===== src/rtl/sr_pkg.sv =====
// sr_pkg: shared state encoding and frame width for the 74HC595 arbiter.
package sr_pkg;
  typedef enum logic [1:0] {IDLE, SHIFT, LATCH, ACK} sr_state_t;
  localparam int SR_BITS = 8;
endpackage


===== src/rtl/sr_tx.sv =====
// sr_tx: serialises one byte MSB first onto SER/SRCLK, then pulses RCLK.
// Ports: clk, rst_n (sync active-low), start_i (load byte_i and begin),
// byte_i (frame), busy_o (not IDLE), done_o (single ACK cycle),
// ser_o/srclk_o/rclk_o (registered pins to the shift register).
module sr_tx import sr_pkg::*; #(
  parameter int CLK_DIV = 4
) (
  input  logic               clk,
  input  logic               rst_n,
  input  logic               start_i,
  input  logic [SR_BITS-1:0] byte_i,
  output logic               busy_o,
  output logic               done_o,
  output logic               ser_o,
  output logic               srclk_o,
  output logic               rclk_o
);
  localparam int PW = CLK_DIV > 1 ? $clog2(CLK_DIV) : 1;
  localparam int BW = $clog2(SR_BITS);
  sr_state_t state_q, state_d;
  logic ser_q, ser_d, srclk_q, srclk_d, rclk_q, rclk_d;
  logic [BW-1:0] bit_q, bit_d;
  logic [PW-1:0] ph_q, ph_d;
  logic [SR_BITS-1:0] sh_q, sh_d;
  logic ph_end, last;
  assign ph_end = ph_q == PW'(CLK_DIV - 1);
  assign last = bit_q == BW'(SR_BITS - 1);
  always_comb begin
    state_d = state_q;
    ser_d = ser_q;
    srclk_d = srclk_q;
    rclk_d = rclk_q;
    bit_d = bit_q;
    ph_d = ph_q;
    sh_d = sh_q;
    case (state_q)
      IDLE: if (start_i) begin
        state_d = SHIFT;
        ser_d = byte_i[SR_BITS-1];
        sh_d = {byte_i[SR_BITS-2:0], 1'b0};
        srclk_d = 1'b0;
        bit_d = '0;
        ph_d = '0;
      end
      SHIFT: begin
        ph_d = ph_end ? '0 : ph_q + 1'b1;
        if (ph_end) begin
          srclk_d = !srclk_q;
          // SER only moves on the falling SRCLK edge, so it is stable at every rise
          if (srclk_q) begin
            bit_d = bit_q + 1'b1;
            ser_d = last ? 1'b0 : sh_q[SR_BITS-1];
            sh_d = sh_q << 1;
            state_d = last ? LATCH : SHIFT;
          end
        end
      end
      LATCH: begin
        // one settle cycle with RCLK low after the last SRCLK fall, then CLK_DIV cycles high
        rclk_d = !rclk_q || !ph_end;
        ph_d = rclk_q && !ph_end ? ph_q + 1'b1 : '0;
        state_d = rclk_q && ph_end ? ACK : LATCH;
      end
      ACK: state_d = IDLE;
    endcase
  end
  always_ff @(posedge clk) begin
    if (!rst_n) begin
      state_q <= IDLE;
      ser_q <= 1'b0;
      srclk_q <= 1'b0;
      rclk_q <= 1'b0;
      bit_q <= '0;
      ph_q <= '0;
      sh_q <= '0;
    end else begin
      state_q <= state_d;
      ser_q <= ser_d;
      srclk_q <= srclk_d;
      rclk_q <= rclk_d;
      bit_q <= bit_d;
      ph_q <= ph_d;
      sh_q <= sh_d;
    end
  end
  assign busy_o = state_q != IDLE;
  assign done_o = state_q == ACK;
  assign ser_o = ser_q;
  assign srclk_o = srclk_q;
  assign rclk_o = rclk_q;
endmodule


===== src/rtl/sr_arbiter.sv =====
// sr_arbiter: round-robin sharing of one 74HC595 chain among N_REQ requesters.
// Ports: clk, rst_n (sync active-low), req/data (per-requester level and byte),
// ack (one-cycle completion), grant (one-hot during transfer), busy,
// SER/SRCLK/RCLK (shift register pins).
module sr_arbiter import sr_pkg::*; #(
  parameter int N_REQ   = 4,
  parameter int CLK_DIV = 4
) (
  input  logic                 clk,
  input  logic                 rst_n,
  input  logic [N_REQ-1:0]     req,
  input  logic [N_REQ*8-1:0]   data,
  output logic [N_REQ-1:0]     ack,
  output logic [N_REQ-1:0]     grant,
  output logic                 busy,
  output logic                 SER,
  output logic                 SRCLK,
  output logic                 RCLK
);
  localparam int IW = $clog2(N_REQ);
  logic [IW-1:0] ptr_q, ptr_d, win;
  logic [N_REQ-1:0] grant_q, grant_d;
  logic start, done;
  always_comb begin
    win = ptr_q;
    // scan farthest-first so the index closest after the pointer wins
    for (int k = N_REQ - 1; k >= 0; k--)
      if (req[(int'(ptr_q) + k) % N_REQ]) win = IW'((int'(ptr_q) + k) % N_REQ);
  end
  assign start = !busy && |req;
  assign ptr_d = start ? (win == IW'(N_REQ - 1) ? '0 : win + 1'b1) : ptr_q;
  assign grant_d = start ? N_REQ'(1) << win : done ? '0 : grant_q;
  always_ff @(posedge clk) begin
    if (!rst_n) begin
      ptr_q <= '0;
      grant_q <= '0;
    end else begin
      ptr_q <= ptr_d;
      grant_q <= grant_d;
    end
  end
  sr_tx #(.CLK_DIV(CLK_DIV)) u_tx (
    .clk(clk),
    .rst_n(rst_n),
    .start_i(start),
    .byte_i(data[8*win +: SR_BITS]),
    .busy_o(busy),
    .done_o(done),
    .ser_o(SER),
    .srclk_o(SRCLK),
    .rclk_o(RCLK)
  );
  assign grant = grant_q;
  assign ack = done ? grant_q : '0;
endmodule

===== config.mk =====
export PLATFORM = sky130hd
export DESIGN_NAME = sr_arbiter
export DESIGN_NICKNAME = d
export VERILOG_FILES = /design/src/rtl/sr_pkg.sv /design/src/rtl/sr_tx.sv /design/src/rtl/sr_arbiter.sv
export SDC_FILE = /design/constraint.sdc
export NUM_CORES = 1
export LEC_CHECK = 0
export CORE_ASPECT_RATIO = 0.5
export CORE_MARGIN = 2
export CORE_UTILIZATION = 45
export CTS_CLUSTER_SIZE = 30
export DETAILED_ROUTE_END_ITERATION = 6
export GPL_TIMING_DRIVEN = 0
export HOLD_SLACK_MARGIN = 0.15
export PLACE_DENSITY = 0.86
export SETUP_SLACK_MARGIN = 0.15
export SLEW_MARGIN = 20
export SYNTH_ARGS = -nofsm -noshare
export SYNTH_HDL_FRONTEND = slang
export SYNTH_SLANG_ARGS = --single-unit

===== constraint.sdc =====
create_clock -name clk -period 2.9 [get_ports clk]
set_clock_uncertainty 0.2 [all_clocks]
set_input_delay 0.58 -clock clk [delete_from_list [all_inputs] [get_ports clk]]
set_output_delay 0.58 -clock clk [all_outputs]
set_load 0.03 [all_outputs]

==> impl_metrics.toml, run 1 <==
[global_routing]
grt_pass1_wl_um = 6230
grt_max_degree = 14
first_global_vias = 1412
antenna_found_initial = 0
track_usage = 0.2069
overflow = 0

[critical_path]
crit_path_start_kind = "primary input"
arrival_ps = 2660
worst_path_max_delay_cell = "clkdlybuf4s50_1"
crit_required_ps = 2860
crit_family = "buffers and inverters"
cp-startpoint = "req[3]"
worstPathCellList = "clkdlybuf4s50_1 > inv_1 > a21o_1 > a211oi_4 > clkinv_4 > mux4_2 > a22o_1"
cp_slowest_stage_delay_ps = 570
critPathMaxFanout = 6
endpoint_kind = "register"
worst-path-buf-inv = 3
critPathKind = "primary input to register"

[timing]
post-route-period-util = 0.9308
hold_viol = 0
min_period_ps = 2699
setup_violations = 0
grt_setup_unrepaired = "yes"
slew-limit-headroom = 0.4767
drv_slew = 0
worstMarginPinSlew_ps = 779.0
fmax_mhz = 370.5

[floorplanning]
fp.dieArea_um2 = 3902
start_util = 0.4896
die_w_um = 86.37
io_pins = 50
die_y_um = 45.19
rows = 14
core_area_um2 = 3118

[layout]
area_growth_pct = 40.74
diodes = 0
finalNonFillerCells = 264
fill_cells = 246
finish.net_count = 275
drive_gt1_frac = 0.09375

[run_status]
status = "finished clean"

[detailed_routing]
first_pass_iters = 4
drt_iter0_drc = 77
wl_per_cell_um = 14.91
drc_errors = 0
vias = 1488
ant_nets = 0
routed_via_density = 5.636
drt-total-wl_um = 3935

[worst_hold_path]
hold_path_class = "register to register"
hp-start = "u_tx.ph_q[1]"

[clock_network]
clk_path_buf_depth = 2
clk_latency_ps = 270
cts_inserted_buffers = 3
cts_num_sinks = 23
cts_root_buffer = "clkbuf_8"
cts_tree = "built"
cts.reportedPaths.clkPinSlew_ps = 90
cts_max_level = 1

[pwr]
powerDensity_nw_per_um2 = 481.4
p_leak_nw = 0.8598
total_power_w = 0.001034
ir_worst_vdd_mv = 0.2075

[yosys]
synthCells = 168
synth_flop_cell = "dfxtp_1"
synth_nets = 218
syn_area_per_cell_um2 = 9.086
ys_types = 43
yosysSeqAreaShare = 0.3016
yosys_warnings = 0
synth-edff-count = 0
ys_seq_elements = 23
async_reset_ff_frac = 0
syn_area_um2 = 1526

[placed_design]
place_congestion = 0.7866
dp_cells = 257
dp_hpwl_um = 3016
port_buffers = 49

[job]
drv_cap = 0
## metal layers
layer,vias to the layer above,global-route usage,part of all wire
met5,-,0,0
met3,4,0.04570,0.041
met2,38,0.3692,0.50
met4,0,0.07813,0.0061
met1,707,0.2517,0.45
li1,739,-,-
## flip-flops by register name, summed over array words and instances, names as in the netlist, 2 cells and up, named ones only
signal and flops:
grant 4, ptr_q 2, u_tx.bit_q 3, u_tx.ph_q 2
u_tx.sh_q 7
## repair_timing
item,CTS,global route
gates cloned,0,1
buffers inserted,0,2
pin swaps,0,1
resized for setup,2,5
endpoints found under the setup margin,14,10
hold buffers,0,0
## cell usage after synthesis, types with 2 or more instances
master | count | area, µm²
mux2i_1 | 3 | 30.03
buf_2 | 2 | 10.01
a21o_1 | 2 | 15.01
o21ai_0 | 10 | 50.05
nor2_1 | 14 | 52.55
nor3_1 | 2 | 10.01
mux4_1 | 3 | 78.83
a22o_1 | 7 | 61.31
nand3_1 | 2 | 10.01
inv_1 | 9 | 33.78
and2_1 | 4 | 25.02
clkbuf_1 | 5 | 18.77
o2bb2ai_1 | 3 | 26.28
a21oi_1 | 12 | 60.06
nand2b_1 | 2 | 12.51
a22oi_1 | 7 | 52.55
mux4_2 | 4 | 90.09
dfxtp_1 | 23 | 460.4
nor3b_1 | 4 | 30.03
or3_1 | 2 | 12.51
nor2b_1 | 3 | 18.77
a31oi_1 | 2 | 12.51
ha_1 | 12 | 150.1
nand2_1 | 12 | 45.04
## report_power, final
group	switching, W	internal [W]
clock network	0.000110	0.0000961
logic	0.000217	0.000220
registers	0.0000355	0.000356
## worst reg2reg max path, stage by stage, from the launching register on
cell and delay, ps:
dfxtp_1 340, inv_1 120, ha_1 160, clkbuf_1 240, nand3_1 160, a22o_1 230, nor3_1 610, a22o_1 270
## worst paths after layout
kind | cells past startpoint | to | slack [ps]
worst min-delay path | 2 | u_tx.ph_q[1] | 270
worst max register to register | 7 | u_tx.sh_q[6] | 500
worst max-delay path | 7 | u_tx.sh_q[7] | 200
worst min register to register | 2 | u_tx.ph_q[1] | 270
## stage by stage
step	worst slack [ps]	cell area (µm²)	TNS, ps	hold slack (ps)	util
2_1_floorplan	605.1	1526	0	240.0	-
3_3_place_gp	-209.1	2067	-2609	250.9	0.6629
6_report	200.6	2148	0	273.7	0.6890
5_1_grt	107.3	2148	0	294.9	0.6890
3_5_place_dp	-256.1	2067	-3138	258.2	0.6629
4_1_cts	175.5	2118	0	271.1	0.6794
## logic make-up after synthesis
family / share of synthesized area
mux: 0.1377
flops: 0.3016
fa+ha+maj: 0.09836
simple gates: 0.1705
buf+inv: 0.04754
compound gates: 0.2443
## placed cells by master (no fill, tap or decap), types with 4 or more instances in the layout
cell             count
clkdlybuf4s50_1     47
nor2_1              14
a21oi_1             12
nor3b_1              4
inv_1                9
o21ai_0             10
nand2_1             12
clkbuf_1             5
dfxtp_1             23
ha_1                11
a22o_1               7
mux4_2               4
and2_1               4
a22oi_1              7
## area by class of cell
| cell class | count | area (µm²) | share of cell area |
|---|---|---|---|
| multi-input combinational | 127 | 1002 | 0.4665 |
| clock inverter | 1 | 5.005 | 0.002330 |
| timing repair inverter | 1 | 5.005 | 0.002330 |
| inverter | 10 | 42.54 | 0.01980 |
| sequential | 23 | 460.4 | 0.2143 |
| clock buffer | 3 | 41.29 | 0.01922 |
| tap | 40 | 50.05 | 0.02330 |
| timing repair buffer | 51 | 506.7 | 0.2359 |
| buffer | 8 | 35.03 | 0.01631 |
No activity file was read; power rests on OpenSTA's default activity.
==> run 2, diff against run 1 <==
--- a/config.mk
+++ b/config.mk
@@ -12,7 +12,8 @@
 export DETAILED_ROUTE_END_ITERATION = 6
 export GPL_TIMING_DRIVEN = 0
 export HOLD_SLACK_MARGIN = 0.15
-export PLACE_DENSITY = 0.86
+export PLACE_DENSITY = 0.79
+export REMOVE_ABC_BUFFERS = 1
 export SETUP_SLACK_MARGIN = 0.15
 export SLEW_MARGIN = 20
 export SYNTH_ARGS = -nofsm -noshare
==> impl_metrics.toml, run 2 (same netlist as run 1, synthesis figures left out) <==
[global_routing]
grt_max_degree = 23
track_usage = 0.2041
grt_pass1_wl_um = 6085
first_global_vias = 1343
overflow = 0
antenna_found_initial = 0

[placed_design]
port_buffers = 49
dp_cells = 250
place_congestion = 0.7472
dp_hpwl_um = 2910
pre_cts_slack_ps = -459.6

[clock_network]
cts_max_level = 1
clk_latency_ps = 270
cts_num_sinks = 23
cts.reportedPaths.clkPinSlew_ps = 90
cts_root_buffer = "clkbuf_8"
clk_path_buf_depth = 2
cts_tree = "built"
cts_inserted_buffers = 3

[critical_path]
worstPathCellList = "clkdlybuf4s50_1 > nor2b_1 > a21o_1 > a211oi_4 > inv_4 > mux4_2 > a22o_1"
arrival_ps = 2640
critPathKind = "primary input to register"
worst_path_max_delay_cell = "clkdlybuf4s50_1"
crit_path_start_kind = "primary input"
worst-path-buf-inv = 2
crit_cells = 7
r2r_cells = 6
crit_family = "compound AO/OA/AOI/OAI gates"
cp_slowest_stage_delay_ps = 510
critPathMaxFanout = 10
crit_required_ps = 2860
endpoint_kind = "register"

[detailed_routing]
drc_errors = 0
first_pass_iters = 4
routed_via_density = 5.531
wl_per_cell_um = 14.72
vias = 1416
ant_nets = 0
drt-total-wl_um = 3768
drt_iter0_drc = 68

[layout]
finalNonFillerCells = 256
fill_cells = 259
largest_reg_flops = 7
area_growth_pct = 40.98
drive_gt1_frac = 0.1019
finish.net_count = 267
top_register = "u_tx.sh_q"
mostFrequentLayoutCells = "clkdlybuf4s50_1, dfxtp_1, nor2_1"
final_util = 0.6902
diodes = 0
final_common_cell = "clkdlybuf4s50_1"

[worst_hold_path]
hold_depth = 2
hold_path_class = "register to register"

[floorplanning]
fp.dieArea_um2 = 3902
rows = 14
die_y_um = 45.19
die_w_um = 86.37
start_util = 0.4896
core_area_um2 = 3118
io_pins = 50

[run_status]
status = "finished clean"

[timing]
setup_violations = 0
fmax_mhz = 372.4
worstMarginPinSlew_ps = 715.9
setup_ws_ps = 214.7
post-route-period-util = 0.9260
drv_slew = 0
slew-limit-headroom = 0.5222
grt_setup_unrepaired = "no"
min_period_ps = 2685
hold_viol = 0
finalSetupTns_ps = 0

[pwr]
powerDensity_nw_per_um2 = 477.7
p_leak_nw = 0.8808
ir_worst_vdd_mv = 0.2451

[job]
drv_cap = 0
## run 2: power by group
group,leakage (nW),internal [W],switching [W]
Clock,0.0255,0.0000959,0.000106
Combinational,0.667,0.000221,0.000214
Sequential,0.188,0.000356,0.0000354
Total,0.881,0.000673,0.000356
## run 2: through the flow
stage / area (µm²) / hold WS, ps / total power (W)
5_1_grt: 2152 / 313.9 / 0.001094
2_1_floorplan: 1494 / 240.0 / 0.0006646
3_3_place_gp: 2034 / 252.9 / 0.0007928
3_5_place_dp: 2047 / 267.4 / 0.0008124
4_1_cts: 2108 / 283.4 / 0.001022
6_report: 2152 / 287.1 / 0.001028
## run 2: cell type report
cell class / count / area (µm²) / area share
multi-input cells: 127 / 1032 / 0.4797
clock buffers: 3 / 41.29 / 0.01919
inverters: 10 / 40.04 / 0.01860
well taps: 40 / 50.05 / 0.02326
repair buffers: 52 / 523.0 / 0.2430
clock inverters: 1 / 5.005 / 0.002326
flip-flops and latches: 23 / 460.4 / 0.2140
## run 2: metal layers
| layer | routed length, µm | vias to the layer above | share of wire | global-route usage |
|---|---|---|---|---|
| li1 | - | 717 | - | - |
| met1 | 1751 | 665 | 0.46 | 0.2701 |
| met2 | 1866 | 32 | 0.50 | 0.3615 |
| met3 | 144 | 2 | 0.038 | 0.04388 |
| met4 | 6 | 0 | 0.0016 | 0.02500 |
| met5 | 0 | - | 0 | 0 |
## run 2: worst paths after layout
check | startpoint | endpoint | slack (ps)
setup / recovery | req[2] | u_tx.sh_q[7] | 210
hold / removal | u_tx.ph_q[1] | u_tx.ph_q[1] | 290
setup reg to reg | register | u_tx.sh_q[7] | 470
hold reg to reg | u_tx.ph_q[1] | u_tx.ph_q[1] | 290
## run 2: what timing repair did
action                                  in CTS  in global routing
hold buffers                                 0                  0
buffers inserted                             0                  2
endpoints found under the setup margin      17                 15
gates resized for setup                      2                  8
pin swaps                                    0                  2
## run 2: worst min-delay path: stages, from the launching register on
cell	delay, ps
dfxtp_1	330
nand2_1	60
a21oi_1	60
==> run 3, diff against run 2 <==
--- a/config.mk
+++ b/config.mk
@@ -6,10 +6,11 @@
 export NUM_CORES = 1
 export LEC_CHECK = 0
 export CORE_ASPECT_RATIO = 0.5
-export CORE_MARGIN = 2
+export CORE_MARGIN = 8
 export CORE_UTILIZATION = 45
 export CTS_CLUSTER_SIZE = 30
 export DETAILED_ROUTE_END_ITERATION = 6
+export GPL_ROUTABILITY_DRIVEN = 0
 export GPL_TIMING_DRIVEN = 0
 export HOLD_SLACK_MARGIN = 0.15
 export PLACE_DENSITY = 0.79
==> impl_metrics.toml, run 3 (same netlist as run 1, synthesis figures left out) <==
[run_status]
status = "finished clean"

[clock_network]
cts_hold_buf = 0
clk_latency_ps = 270
cts.reportedPaths.clkPinSlew_ps = 80
clk_path_buf_depth = 2
cts_root_buffer = "clkbuf_8"
cts_inserted_buffers = 3
cts_num_sinks = 23
cts_tree = "built"
cts_max_level = 1

[floorplanning]
fp.dieArea_um2 = 5625
rows = 15
die_w_um = 98.37
io_pins = 50
core_area_um2 = 3341
die_y_um = 57.19
start_util = 0.4569

[global_routing]
grt_max_degree = 23
antenna_found_initial = 0
grt_pass1_wl_um = 6092
track_usage = 0.1311
first_global_vias = 1351
overflow = 0

[timing]
fmax_mhz = 369.8
post-route-period-util = 0.9324
hold_viol = 0
setup_ws_ps = 196.1
min_period_ps = 2704
grt_setup_unrepaired = "yes"
setup_violations = 0
drv_slew = 0
slew-limit-headroom = 0.5075
worstMarginPinSlew_ps = 736.0

[pwr]
swShare = 0.3429
seqPwrFrac = 0.383
combPwrFrac = 0.416
switchingPower_w = 0.0003494
intPower_w = 0.0006695
total_power_w = 0.001019
pwr-share-clk = 0.200
ir_worst_vdd_mv = 0.3081
powerDensity_nw_per_um2 = 475.9
p_leak_nw = 0.8750

[worst_hold_path]
hold_path_class = "register to register"
hold_depth = 2
min_to = "u_tx.ph_q[1]"
hp-start = "u_tx.ph_q[1]"

[critical_path]
endpoint_kind = "output pin"
critPathKind = "register to output pin"
arrival_ps = 1920
r2r-start = "u_tx.state_q[0]"
critPathMaxFanout = 8
r2r_cells = 7
crit_required_ps = 2120
crit_path_start_kind = "register"
reg2reg_to = "u_tx.ser_o"
rrSetupSlack_ps = 400

[layout]
fill_cells = 278
diodes = 0
final_common_cell = "clkdlybuf4s50_1"
top_register = "u_tx.sh_q"
largest_reg_flops = 7
finish.net_count = 266
drive_gt1_frac = 0.08372
final_util = 0.6408
mostFrequentLayoutCells = "clkdlybuf4s50_1, dfxtp_1, nor2_1"
area_growth_pct = 40.25

[detailed_routing]
ant_nets = 0
drt-total-wl_um = 3795
drc_errors = 0
drt_iter0_drc = 54
first_pass_iters = 4
wl_per_cell_um = 14.77
vias = 1416
routed_via_density = 5.510

[job]
drv_cap = 0

[placed_design]
port_buffers = 49
dp_hpwl_um = 2951
pre_cts_slack_ps = -445.9
==> run 3: cell count changes in the layout (fill, tap and decap cells not counted), sizes merged <==
cell	previous run	this run
buf	3	2
clkbuf	3	4
clkinv	1	0
==> run 3: repair_timing <==
action / in CTS / in global routing
pin swaps: 0 / 1
endpoints found under the setup margin: 18 / 11
setup buffers: 0 / 1
resized for setup: 2 / 6
==> run 3: worst max-delay path by stage <==
stage	startpoint	to	slack, ps	cells past startpoint
CTS	req[3]	u_tx.sh_q[7]	190	5
floorplan	req[3]	u_tx.sh_q[5]	170	5
global route	u_tx.state_q[0]	ack[0]	100	3
detailed placement	req[3]	u_tx.ser_o	-450	6
global placement	req[3]	u_tx.sh_q[7]	-910	6
finish	u_tx.state_q[0]	ack[2]	200	3
==> run 3: cell type report <==
cell class / count / area [µm²] / share of cell area
timing repair buffer: 51 / 515.5 / 0.2408
inverter: 10 / 40.04 / 0.01870
tap: 42 / 52.55 / 0.02455
multi-input combinational: 127 / 1027 / 0.4798
clock buffer: 4 / 45.04 / 0.02104
sequential: 23 / 460.4 / 0.2151
==> run 3: power groups by stage <==
stage                     clock [W]  sequential [W]  combinational [W]
final                      0.000204        0.000391           0.000424
after global routing       0.000222        0.000397           0.000466
after CTS                  0.000212        0.000388           0.000420
after detailed placement          0        0.000396           0.000413
after global placement            0        0.000394           0.000400
after floorplan                   0        0.000413           0.000251
==> run 3: worst max-delay path, cell delays in order (launching register included) <==
cell             delay (ps)
dfxtp_1                 450
ha_1                    370
and2_1                  170
clkdlybuf4s50_1         660
==> run 3: metal layers <==
metal | global-route usage | wire length [µm] | vias to the layer above
met4 | 0.01944 | 26 | 0
met5 | 0 | 0 | -
met2 | 0.2430 | 1923 | 33
met1 | 0.1502 | 1680 | 661
met3 | 0.03636 | 165 | 2
li1 | - | - | 720
==> run 3: metrics by stage <==
stage	setup TNS (ps)	hold slack, ps	instance area (µm²)	cells
global placement	-11170	253.0	2037	251
CTS	0	269.9	2110	256
finish	0	266.5	2141	257
detailed placement	-5628	258.2	2049	252
floorplan	0	240.0	1494	160
global route	0	289.3	2141	257
